## src/rtl/multicycle_controller.sv

```systemverilog
// Moore control FSM sequencing the 8-bit multicycle CPU datapath.
// Optional ADDI support is enabled by defining MC_ADDI_EN.
module multicycle_controller #(
  parameter int unsigned INSTR_BYTES = 4
) (
  input  logic       clk,
  input  logic       reset_n,
  input  logic [5:0] op,
  input  logic [5:0] funct,
  input  logic       zero,
  output logic       memread,
  output logic       memwrite,
  output logic [3:0] irwrite,
  output logic       iord,
  output logic       memtoreg,
  output logic       regdst,
  output logic       regwrite,
  output logic       alusrca,
  output logic [1:0] alusrcb,
  output logic [1:0] pcsource,
  output logic       pcen,
  output logic [2:0] alucontrol,
  output logic [3:0] state,
  output logic       retire
);

  typedef enum logic [3:0] {
    S_FETCH1  = 4'd0,  S_FETCH2  = 4'd1,  S_FETCH3 = 4'd2,  S_FETCH4 = 4'd3,
    S_DECODE  = 4'd4,  S_MEMADR  = 4'd5,  S_LBRD   = 4'd6,  S_LBWR   = 4'd7,
    S_SBWR    = 4'd8,  S_RTYPEEX = 4'd9,  S_RTYPEWR = 4'd10, S_BEQEX = 4'd11,
    S_JEX     = 4'd12, S_ADDIEX  = 4'd13, S_ADDIWR = 4'd14
  } state_t;

  localparam state_t     LAST_FETCH = state_t'(4'(INSTR_BYTES - 1));
  localparam logic [5:0] OP_LB = 6'b100000, OP_SB = 6'b101000, OP_RTYPE = 6'b000000,
                         OP_BEQ = 6'b000100, OP_J = 6'b000010, OP_ADDI = 6'b001000;
  localparam logic [2:0] ALU_AND = 3'b000, ALU_OR = 3'b001, ALU_ADD = 3'b010,
                         ALU_SUB = 3'b110, ALU_SLT = 3'b111;

  state_t     r_state, w_next;
  logic       r_run;
  logic       r_memread, r_memwrite, r_iord, r_memtoreg, r_regdst, r_regwrite;
  logic       r_alusrca, r_pcen, r_retire;
  logic [3:0] r_irwrite;
  logic [1:0] r_alusrcb, r_pcsource;
  logic [2:0] r_alucontrol;
  logic       w_memread, w_memwrite, w_iord, w_memtoreg, w_regdst, w_regwrite;
  logic       w_alusrca, w_pcen, w_retire, w_decode_nop;
  logic [3:0] w_irwrite;
  logic [1:0] w_alusrcb, w_pcsource;
  logic [2:0] w_alucontrol;

  always_comb begin
    w_next = S_FETCH1;
    if (r_run) begin
      case (r_state)
        S_FETCH1, S_FETCH2, S_FETCH3, S_FETCH4:
          w_next = (r_state == LAST_FETCH) ? S_DECODE : state_t'(r_state + 4'd1);
        S_DECODE: begin
          case (op)
            OP_LB, OP_SB: w_next = S_MEMADR;
            OP_RTYPE:     w_next = S_RTYPEEX;
            OP_BEQ:       w_next = S_BEQEX;
            OP_J:         w_next = S_JEX;
`ifdef MC_ADDI_EN
            OP_ADDI:      w_next = S_ADDIEX;
`endif
            default:      w_next = S_FETCH1;
          endcase
        end
        S_MEMADR:  w_next = (op == OP_SB) ? S_SBWR : S_LBRD;
        S_LBRD:    w_next = S_LBWR;
        S_RTYPEEX: w_next = S_RTYPEWR;
        S_ADDIEX:  w_next = S_ADDIWR;
        default:   w_next = S_FETCH1;
      endcase
    end
  end

  // Outputs are decoded from the next state so they register alongside it.
  always_comb begin
    w_memread = 1'b0; w_memwrite = 1'b0; w_irwrite = '0; w_iord = 1'b0;
    w_memtoreg = 1'b0; w_regdst = 1'b0; w_regwrite = 1'b0; w_alusrca = 1'b0;
    w_alusrcb = '0; w_pcsource = '0; w_pcen = 1'b0; w_retire = 1'b0;
    w_alucontrol = ALU_ADD;
    case (w_next)
      S_FETCH1, S_FETCH2, S_FETCH3, S_FETCH4: begin
        w_memread = 1'b1;
        w_irwrite = 4'b0001 << w_next[1:0];
        w_alusrcb = 2'b01;
        w_pcen    = 1'b1;
      end
      S_DECODE: w_alusrcb = 2'b11;
      S_MEMADR: begin w_alusrca = 1'b1; w_alusrcb = 2'b10; end
      S_LBRD:   begin w_memread = 1'b1; w_iord = 1'b1; end
      S_LBWR:   begin w_regwrite = 1'b1; w_memtoreg = 1'b1; w_retire = 1'b1; end
      S_SBWR:   begin w_memwrite = 1'b1; w_iord = 1'b1; w_retire = 1'b1; end
      S_RTYPEEX: begin
        w_alusrca = 1'b1;
        case (funct)
          6'b100000: w_alucontrol = ALU_ADD;
          6'b100010: w_alucontrol = ALU_SUB;
          6'b100100: w_alucontrol = ALU_AND;
          6'b100101: w_alucontrol = ALU_OR;
          6'b101010: w_alucontrol = ALU_SLT;
          default:   w_alucontrol = ALU_AND;
        endcase
      end
      S_RTYPEWR: begin w_regdst = 1'b1; w_regwrite = 1'b1; w_retire = 1'b1; end
      S_BEQEX: begin
        w_alusrca = 1'b1; w_alucontrol = ALU_SUB; w_pcsource = 2'b01; w_retire = 1'b1;
      end
      S_JEX:    begin w_pcsource = 2'b10; w_pcen = 1'b1; w_retire = 1'b1; end
      S_ADDIEX: begin w_alusrca = 1'b1; w_alusrcb = 2'b10; end
      S_ADDIWR: begin w_regwrite = 1'b1; w_retire = 1'b1; end
      default: ;
    endcase
  end

  // r_run holds the outputs idle until the first clock after reset release.
  always_ff @(posedge clk or negedge reset_n) begin
    if (!reset_n) begin
      r_state <= S_FETCH1; r_run <= 1'b0;
      r_memread <= 1'b0; r_memwrite <= 1'b0; r_irwrite <= '0; r_iord <= 1'b0;
      r_memtoreg <= 1'b0; r_regdst <= 1'b0; r_regwrite <= 1'b0; r_alusrca <= 1'b0;
      r_alusrcb <= '0; r_pcsource <= '0; r_pcen <= 1'b0; r_retire <= 1'b0;
      r_alucontrol <= ALU_ADD;
    end else begin
      r_state <= w_next; r_run <= 1'b1;
      r_memread <= w_memread; r_memwrite <= w_memwrite; r_irwrite <= w_irwrite;
      r_iord <= w_iord; r_memtoreg <= w_memtoreg; r_regdst <= w_regdst;
      r_regwrite <= w_regwrite; r_alusrca <= w_alusrca; r_alusrcb <= w_alusrcb;
      r_pcsource <= w_pcsource; r_pcen <= w_pcen; r_retire <= w_retire;
      r_alucontrol <= w_alucontrol;
    end
  end

  // Branch-taken and decode-time NOP depend on inputs valid only in the current state.
  assign w_decode_nop = (r_state == S_DECODE) && (w_next == S_FETCH1);

  assign memread    = r_memread;
  assign memwrite   = r_memwrite;
  assign irwrite    = r_irwrite;
  assign iord       = r_iord;
  assign memtoreg   = r_memtoreg;
  assign regdst     = r_regdst;
  assign regwrite   = r_regwrite;
  assign alusrca    = r_alusrca;
  assign alusrcb    = r_alusrcb;
  assign pcsource   = r_pcsource;
  assign pcen       = r_pcen | ((r_state == S_BEQEX) && zero);
  assign alucontrol = r_alucontrol;
  assign state      = r_state;
  assign retire     = r_retire | w_decode_nop;

endmodule
```

## config.mk

```make
export PLATFORM = sky130hd
export DESIGN_NAME = multicycle_controller
export DESIGN_NICKNAME = d
export VERILOG_FILES = /design/src/rtl/multicycle_controller.sv
export SDC_FILE = /design/constraint.sdc
export NUM_CORES = 1
export LEC_CHECK = 0
export ABC_CLOCK_PERIOD_IN_PS = 4500
export BUFFER_PORTS_ARGS = -buffer_cell sky130_fd_sc_hd__buf_2
export CORE_MARGIN = 10
export CORE_UTILIZATION = 45
export DETAILED_ROUTE_END_ITERATION = 16
export GPL_TIMING_DRIVEN = 0
export PLACE_DENSITY = 0.72
export SYNTH_ARGS = -nofsm -noshare
export SYNTH_HDL_FRONTEND = slang
export SYNTH_SLANG_ARGS = --single-unit
export TNS_END_PERCENT = 100
```

## constraint.sdc

```tcl
create_clock -name clk -period 4.5 [get_ports clk]
set_input_delay 0 -clock clk [delete_from_list [all_inputs] [get_ports clk]]
set_output_delay 0 -clock clk [all_outputs]
set_load 0.05 [all_outputs]
```

### Word level (Yosys, flattened, before mapping)

Cells that the tools add are included.

| word-level totals | value |
|---|---|
| register bits after elaboration | 25 |
| latch bits | 0 |
| memory bits (writable) | 0 |
| bits in read-only memories | 0 |
| word-level logic and storage cells | 84 |
| memories kept | 0 |

| cells by class | value |
|---|---|
| add/sub/neg operators | 1 |
| $mul | 0 |
| div/mod/pow operators | 0 |
| $lt $le $gt $ge | 0 |
| eq/ne operators | 31 |
| shift-type cells | 1 |
| muxes and demuxes | 19 |
| bitwise operators | 2 |
| reduce and logical (&&, ||, !) cells | 15 |

Operator list:

| cell | number |
|---|---|
| $eq A4 B4 Y1 const B | 10 |
| $eq A6 B6 Y1 const B | 6 |
| $eq A4 B3 Y1 const B | 7 |
| $pmux W4 S6 | 1 |
| $eq A4 B2 Y1 const B | 4 |
| $mux W4 | 4 |
| $pmux W4 S4 | 1 |
| $pmux W3 S4 | 1 |
| $reduce_or A4 Y1 | 3 |
| $reduce_or A5 Y1 | 2 |
| $mux W1 | 9 |
| $eq A4 B1 Y1 const B | 2 |
| $logic_not A4 Y1 | 2 |
| $eq A6 B2 Y1 const B | 1 |
| $eq A6 B3 Y1 const B | 1 |
| $logic_not A6 Y1 | 1 |
| $pmux W2 S3 | 1 |
| $pmux W3 S2 | 1 |
| $reduce_or A2 Y1 | 3 |
| $reduce_or A6 Y1 | 1 |
| $add A4 B1 Y4 const B | 1 |
| $pmux W2 S2 | 1 |
| $shl A1 B2 Y4 const A | 1 |
| $reduce_or A3 Y1 | 1 |
| 2 further kinds | 4 |

### Logic depth before layout (Yosys ltp)

Gate-level depths: netlist (run 1).

| depth | value |
|---|---|
| depth after elaboration | 8 |
| gate-level depth with buffers | 9 |
| depth with buffers taken out | 9 |

### Worst setup path before layout (run 1)

OpenSTA, ideal clock, no wires.

| timing | value |
|---|---|
| path kind | reg2out |
| from | register r_state[0], in the netlist state[0] |
| to | output port retire |
| arrival | 2786 ps |
| required time | 4500 ps |
| path slack | 1714 ps |
| cell stages (with the launch flop) | 9 |
| buffers on the path | 0 |
| cells stage by stage | dfrtp_1 > inv_1 > ha_1 > and3b_1 > nand2_1 > a2111oi_2 > o31ai_2 > nand2_1 > o21bai_1 |

| on the way | value |
|---|---|
| word-level cells in the longest chain between the ends | 7 |
| elaborated cells between the ends (all ways) | 17 |
| classes of those cells | add/sub: 1; eq/ne: 8; mux: 3; bitwise: 1; reduce/logical: 4 |

RTL lines:

| item | RTL line | text |
|---|---|---|
| from (decl) | 40 | `state_t r_state, w_next;` |
| from (signal assigned) | 123 | `r_state <= S_FETCH1; r_run <= 1'b0;` |
| from (signal assigned) | 129 | `r_state <= w_next; r_run <= 1'b1;` |
| $add A4 B1 Y4 (tied with other cells) | 58 | `w_next = (r_state == LAST_FETCH) ? S_DECODE : state_t'(r_state + 4'd1);` |
| $mux W4 / $reduce_or A4 Y1 (equally long branches) | 58, 56 |  |
| $pmux W4 S6 | 56 | `case (r_state)` |
| $mux W4 | 55 | `if (r_run) begin` |
| $logic_not A4 Y1 | 139 | `assign w_decode_nop = (r_state == S_DECODE) && (w_next == S_FETCH1);` |
| $logic_and A1 B1 Y1 * | 139 |  |
| $or A1 B1 Y1 * | 154 | `assign retire = r_retire \| w_decode_nop;` |
| to (decl) | 24 | `output logic retire` |

Mark *: on every way between the ends. The rest lies on a longest branch, timed or not.

### Final worst setup path (run 1)

Ends and elaborated chain as after synthesis.

==> reports/metrics.cfg, run 1 <==
[cts]
clk_latency_ns = 0.31
postCtsSetupBuffers = 0
cts_hold_buf = 4
clkSinkCount = 25
tritoncts = built
cts_buffer_depth = 2
clk_pin_slew_ns = 0.12
h-tree-depth = 1
cts_buffers = 3
root_buffer = clkbuf_4
cts_resized = 0

[logic_synthesis]
synthDistinctLibCells = 43
synth.top_cell.area_share_pct = 48.9
synth_area_leader_cell = dfrtp_1
netlist_instances = 119
synth_async_sr_flop_share_pct = 100
synth.cell_area_mm2 = 0.00123
synth_edf_count = 0
synthFlopType = dfrtp_1
avgSynthCellArea_um2 = 10.3
synth_area_leaders = dfrtp_1, ha_1, nor2_1
synth_nets = 138
ys_seq_elements = 25
synth-seq-area-share_pct = 51.0
ys_warn_count = 0

[floorplan]
initial_core_util_pct = 48.3
dieArea_mm2 = 0.00522
die_width_um = 72.3
fp.dieH_um = 72.3
io_pins = 39
coreArea_mm2 = 0.00254
rows = 18

[sta]
tightest_slew_ns = 0.555
maxSlewViolCount = 0
fmax_mhz = 351
finalWorstSetupSlack_ns = 1.65
hold_violations = 0
fin_skew_ns = 0.00347
finalCriticalPeriod_ns = 2.85
timing.final.crit_share_pct = 63.3
final-setup-viol-count = 0
fin_setup_tns_ns = 0
rsz0062_at_grt = false
relSlewSlack_pct = 62.8

[power]
power.internal_mw = 0.384
power_density_mw_per_mm2 = 452
power_frac_clock_pct = 13.8
netSwitchingPower_mw = 0.304
p_seq_share_pct = 37.7
switching_share_pct = 44.2
cellLeakagePower_nw = 0.770
ir_drop_mv = 0.292
combPwrFrac_pct = 48.5

[routing]
dr.pass1.iters = 4
drtIter0Drc = 60
via_per_inst = 5.51
ant_nets = 0
wire_per_inst_um = 15.8
routed_wl_um = 3080
via_count = 1075
drc_errors = 0

[global_route]
antenna_found_initial = 0
grt_pass1_vias = 1128
track_usage_pct = 12.2
grt_pass1_wl_um = 5220
overflow = 0
grt_max_degree = 26

[critical_path]
arrival_ns = 2.85
crit_fanout = 7
crit_path_end_kind = primary output
cp-start-kind = flop
critPathKind = flop to primary output
worstPathRequired_ns = 4.50

[run_status]
outcome = completed

[final_layout]
area_growth_pct = 23.9
diodes = 0
drive_above_1_share_pct = 33.3
nets = 185

[worst_hold_path]
hold_path_class = input port to flop

[placed_design]
dp_slack_ns = 2.06
detailed_place_hpwl_um = 2370
place.gp.congestion = 0.807
io_buffer_count = 38

[run]
drv_cap = 0

[power by group through the flow]
stage,clock [mW],combinational [mW],sequential (mW)
final,0.0951,0.334,0.259
after global routing,0.112,0.364,0.262
after CTS,0.100,0.331,0.259
after detailed placement,0,0.326,0.263
after global placement,0,0.321,0.263
after floorplan,0,0.174,0.335
[synth_stat cells (2+ instances only)]
| master | number |
|---|---|
| a21oi_1 | 5 |
| a31oi_1 | 2 |
| buf_2 | 2 |
| dfrtp_1 | 24 |
| ha_1 | 4 |
| inv_1 | 5 |
| inv_2 | 3 |
| nand2_1 | 6 |
| nand2b_1 | 5 |
| nand3_1 | 2 |
| nand3b_1 | 3 |
| nand4_1 | 2 |
| nor2_1 | 13 |
| nor3_1 | 7 |
| nor4_1 | 3 |
| o21ai_0 | 5 |
| o21bai_1 | 2 |
[critical path: stages (launching register included)]
cell	delay, ns
dfrtp_1	0.44
inv_1	0.09
ha_1	0.26
and3b_1	0.23
nand2_1	0.14
a2111oi_2	0.06
o31ai_2	0.51
nand2_1	0.27
o21bai_1	0.24
buf_2	0.29
[state kept, by name (all words and copies together) (netlist names)]
name        count
r_retire        1
alusrcb         2
memtoreg        1
state           4
alusrca         1
alucontrol      3
pcsource        2
regdst          1
memwrite        1
r_pcen          1
regwrite        1
irwrite         4
memread         1
iord            1
r_run           1
[cells by family after synthesis]
family | synth area share [%]
DFF | 51.0
AOI/OAI and AO/OA | 16.2
and+or+nand+nor | 24.3
other | 0.305
buffers and inverters | 3.26
adders and majority gates | 4.07
muxes | 0.815
[final timing paths]
kind / slack [ns] / startpoint / cells past startpoint / endpoint
setup / recovery: 1.65 / state[0] / 9 / retire
hold / removal: 0.01 / funct[3] / 3 / alucontrol[1]
setup reg to reg: 2.13 / state[0] / 9 / r_retire
hold reg to reg: 0.70 / r_run / 2 / state[3]
max in group asynchronous: 3.95 / reset_n / 2 / alucontrol[1]
min in group asynchronous: 0.18 / reset_n / 2 / irwrite[3]
[per-stage QoR]
step | cell area, µm² | std cells | power, mW | util (%) | hold WS, ns
after floorplan | 1230 | 119 | 0.509 | - | -0.296
after global placement | 1460 | 187 | 0.584 | 57.2 | -0.00572
after global routing | 1520 | 195 | 0.737 | 59.8 | 0.0286
after CTS | 1520 | 195 | 0.690 | 59.8 | 0.0113
after detailed placement | 1460 | 187 | 0.590 | 57.2 | 0.0122
final | 1520 | 195 | 0.688 | 59.8 | 0.0130
[metal layers]
metal	wire, µm	track usage, %	share of wire, %	vias up
met5	0	0	0	-
met4	32	3.23	1.0	0
met3	262	4.90	8.5	4
met2	1550	20.3	51	33
met1	1230	14.1	40	523
li1	-	-	-	515
[cells in the final DEF (no fill, tap or decap), types with 3 or more instances in the layout]
master	n
nand2b_1	5
nand2_1	6
dfrtp_1	24
nor4_1	3
nor2_1	13
ha_1	4
o21ai_0	5
a21oi_1	5
dlygate4sd3_1	4
inv_2	3
nand3b_1	3
nor3_1	7
clkbuf_4	3
inv_1	5
buf_2	40
[final cells by class]
cell class	count	area, µm²
buffer	2	10.0
inverter	8	30.0
fill	232	1020
sequential	25	627
timing repair buffer	42	230
multi-input combinational	84	562
tap	30	37.5
clock buffer	4	26.3
(Power assumes the default switching activity.)
==> inputs of run 2 (changes only) <==
--- a/config.mk
+++ b/config.mk
@@ -5,13 +5,13 @@
 export SDC_FILE = /design/constraint.sdc
 export NUM_CORES = 1
 export LEC_CHECK = 0
-export ABC_CLOCK_PERIOD_IN_PS = 4500
+export ABC_CLOCK_PERIOD_IN_PS = 2600
 export BUFFER_PORTS_ARGS = -buffer_cell sky130_fd_sc_hd__buf_2
 export CORE_MARGIN = 10
 export CORE_UTILIZATION = 45
 export DETAILED_ROUTE_END_ITERATION = 16
 export GPL_TIMING_DRIVEN = 0
-export PLACE_DENSITY = 0.72
+export PLACE_DENSITY = 0.75
 export SYNTH_ARGS = -nofsm -noshare
 export SYNTH_HDL_FRONTEND = slang
 export SYNTH_SLANG_ARGS = --single-unit
==> constraint.sdc (replaced) <==
create_clock -name clk -period 2.6 [get_ports clk]
set_input_delay 0 -clock clk [delete_from_list [all_inputs] [get_ports clk]]
set_output_delay 0 -clock clk [all_outputs]
set_load 0.05 [all_outputs]
==> reports/metrics.cfg, run 2 (synthesis results as in run 1) <==
[run_status]
outcome = completed

[critical_path]
r2r_slack_ns = 0.17
cp-start-kind = flop
path_cells = inv_1 > ha_1 > and3b_1 > nand2_1 > a2111oi_4 > o31ai_4 > nand2_2 > o21bai_2 > clkbuf_4
critPathKind = flop to primary output
rr_worst_depth = 9
max_stage_delay_ns = 0.45
crit_fanout = 6
r2r-end = alucontrol[0]
worstReg2RegStart = state[0]
arrival_ns = 2.44
worstPathRequired_ns = 2.60
critical_path.slowest_cell = dfrtp_1
crit_path_end_kind = primary output

[routing]
dr.pass1.iters = 4
drc_errors = 0
via_per_inst = 5.50
routed_wl_um = 3280
via_count = 1089
drtIter0Drc = 48
ant_nets = 0
wire_per_inst_um = 16.6

[cts]
tritoncts = built
clk_latency_ns = 0.32
cts_buffers = 3
root_buffer = clkbuf_4
cts_buffer_depth = 2
clk_pin_slew_ns = 0.14
h-tree-depth = 1
clkSinkCount = 25

[final_layout]
final_core_util_pct = 62.4
diodes = 0
final_design_area_no_fill_mm2 = 0.00159
fill_cells = 229
seq_area_um2 = 627
drive_above_1_share_pct = 36.9
layout_common_cells = buf_2, dfrtp_1, nor2_1
area_growth_pct = 29.2
multi_input_area_um2 = 596
fin_cells = 198
nets = 188
layout_commonest_cell = buf_2

[power]
power_mw = 1.21
cellLeakagePower_nw = 0.791
netSwitchingPower_mw = 0.544
power_density_mw_per_mm2 = 765
ir_drop_mv = 0.606
p_seq_share_pct = 36.9
combPwrFrac_pct = 48.9
switching_share_pct = 44.8
power_frac_clock_pct = 14.2
power.internal_mw = 0.671

[worst_hold_path]
worstHoldPathCells = 4
whs_endpoint = alucontrol[2]
hold_path_class = input port to flop
min_from = funct[2]

[global_route]
grt_pass1_wl_um = 5530
grt_pass1_vias = 1200
grt_max_degree = 26
antenna_found_initial = 0
track_usage_pct = 12.8
overflow = 0

[placed_design]
place.gp.congestion = 0.809
io_buffer_count = 38
dpl-instance-area_mm2 = 0.00146
dpl.cell_count = 187
detailed_place_hpwl_um = 2440
dp_slack_ns = 0.163

[floorplan]
coreArea_mm2 = 0.00254
initial_core_util_pct = 48.3
die_width_um = 72.3
fp.dieH_um = 72.3
dieArea_mm2 = 0.00522
rows = 18
io_pins = 39

[sta]
rsz0062_at_grt = true
fmax_mhz = 410
worst_hold_slack_ns = 0.0513
final-setup-viol-count = 0
tightest_slew_ns = 0.546
timing.final.crit_share_pct = 93.8
fin_skew_ns = 0.0190
maxSlewViolCount = 0
finalWorstSetupSlack_ns = 0.161
fin_setup_tns_ns = 0
finalCriticalPeriod_ns = 2.44
hold_violations = 0
relSlewSlack_pct = 63.6

[run]
drv_cap = 0

[run 2: how the worst max path moves through the flow]
stage              from             to  slack [ns]  cells past startpoint
4_1_cts        state[0]         retire        0.03                      9
2_1_floorplan  state[0]         retire         0.1                      8
3_3_place_gp   state[0]         retire        0.22                      9
6_report       state[0]         retire        0.16                      9
5_1_grt        state[0]  alucontrol[0]       -0.03                      9
3_5_place_dp   state[0]         retire        0.16                      9
[run 2: area by class of cell]
class | count | area share (%)
Tap cell | 30 | 2.36
Clock buffer | 3 | 1.42
Multi-Input combinational cell | 84 | 37.5
Clock inverter | 1 | 0.473
Sequential cell | 25 | 39.5
Inverter | 8 | 1.89
Buffer | 2 | 0.630
Timing Repair Buffer | 45 | 16.2
[run 2: power groups by stage]
stage	logic [mW]	registers (mW)	clock network, mW
6_report	0.594	0.448	0.173
5_1_grt	0.645	0.455	0.192
4_1_cts	0.582	0.448	0.179
3_5_place_dp	0.569	0.455	0
3_3_place_gp	0.560	0.455	0
2_1_floorplan	0.301	0.580	0
[run 2: worst max-delay path, delay by kind of cell (launching register included)]
kind,cells,cell delay [ns]
AO/OA/AOI/OAI,3,0.48
adder cells (fa/ha/maj),1,0.26
buffers and inverters,2,0.34
flip-flops,1,0.45
AND/OR/NAND/NOR,3,0.59
[run 2: repair_timing]
item                                    4_1_cts  5_1_grt
pin swaps                                     1        1
hold buffers                                  5        0
endpoints found under the hold margin        28        0
resized for setup                             3        4
endpoints found under the setup margin        1        2
setup buffers                                 1        1
gates cloned                                  0        0
[run 2: layer usage]
layer / up-vias / global-route usage, % / wire length [µm]
met5: - / 0 / 0
met4: 0 / 3.01 / 53
met2: 37 / 22.7 / 1640
li1: 527 / - / -
met1: 519 / 13.7 / 1330
met3: 6 / 5.44 / 258
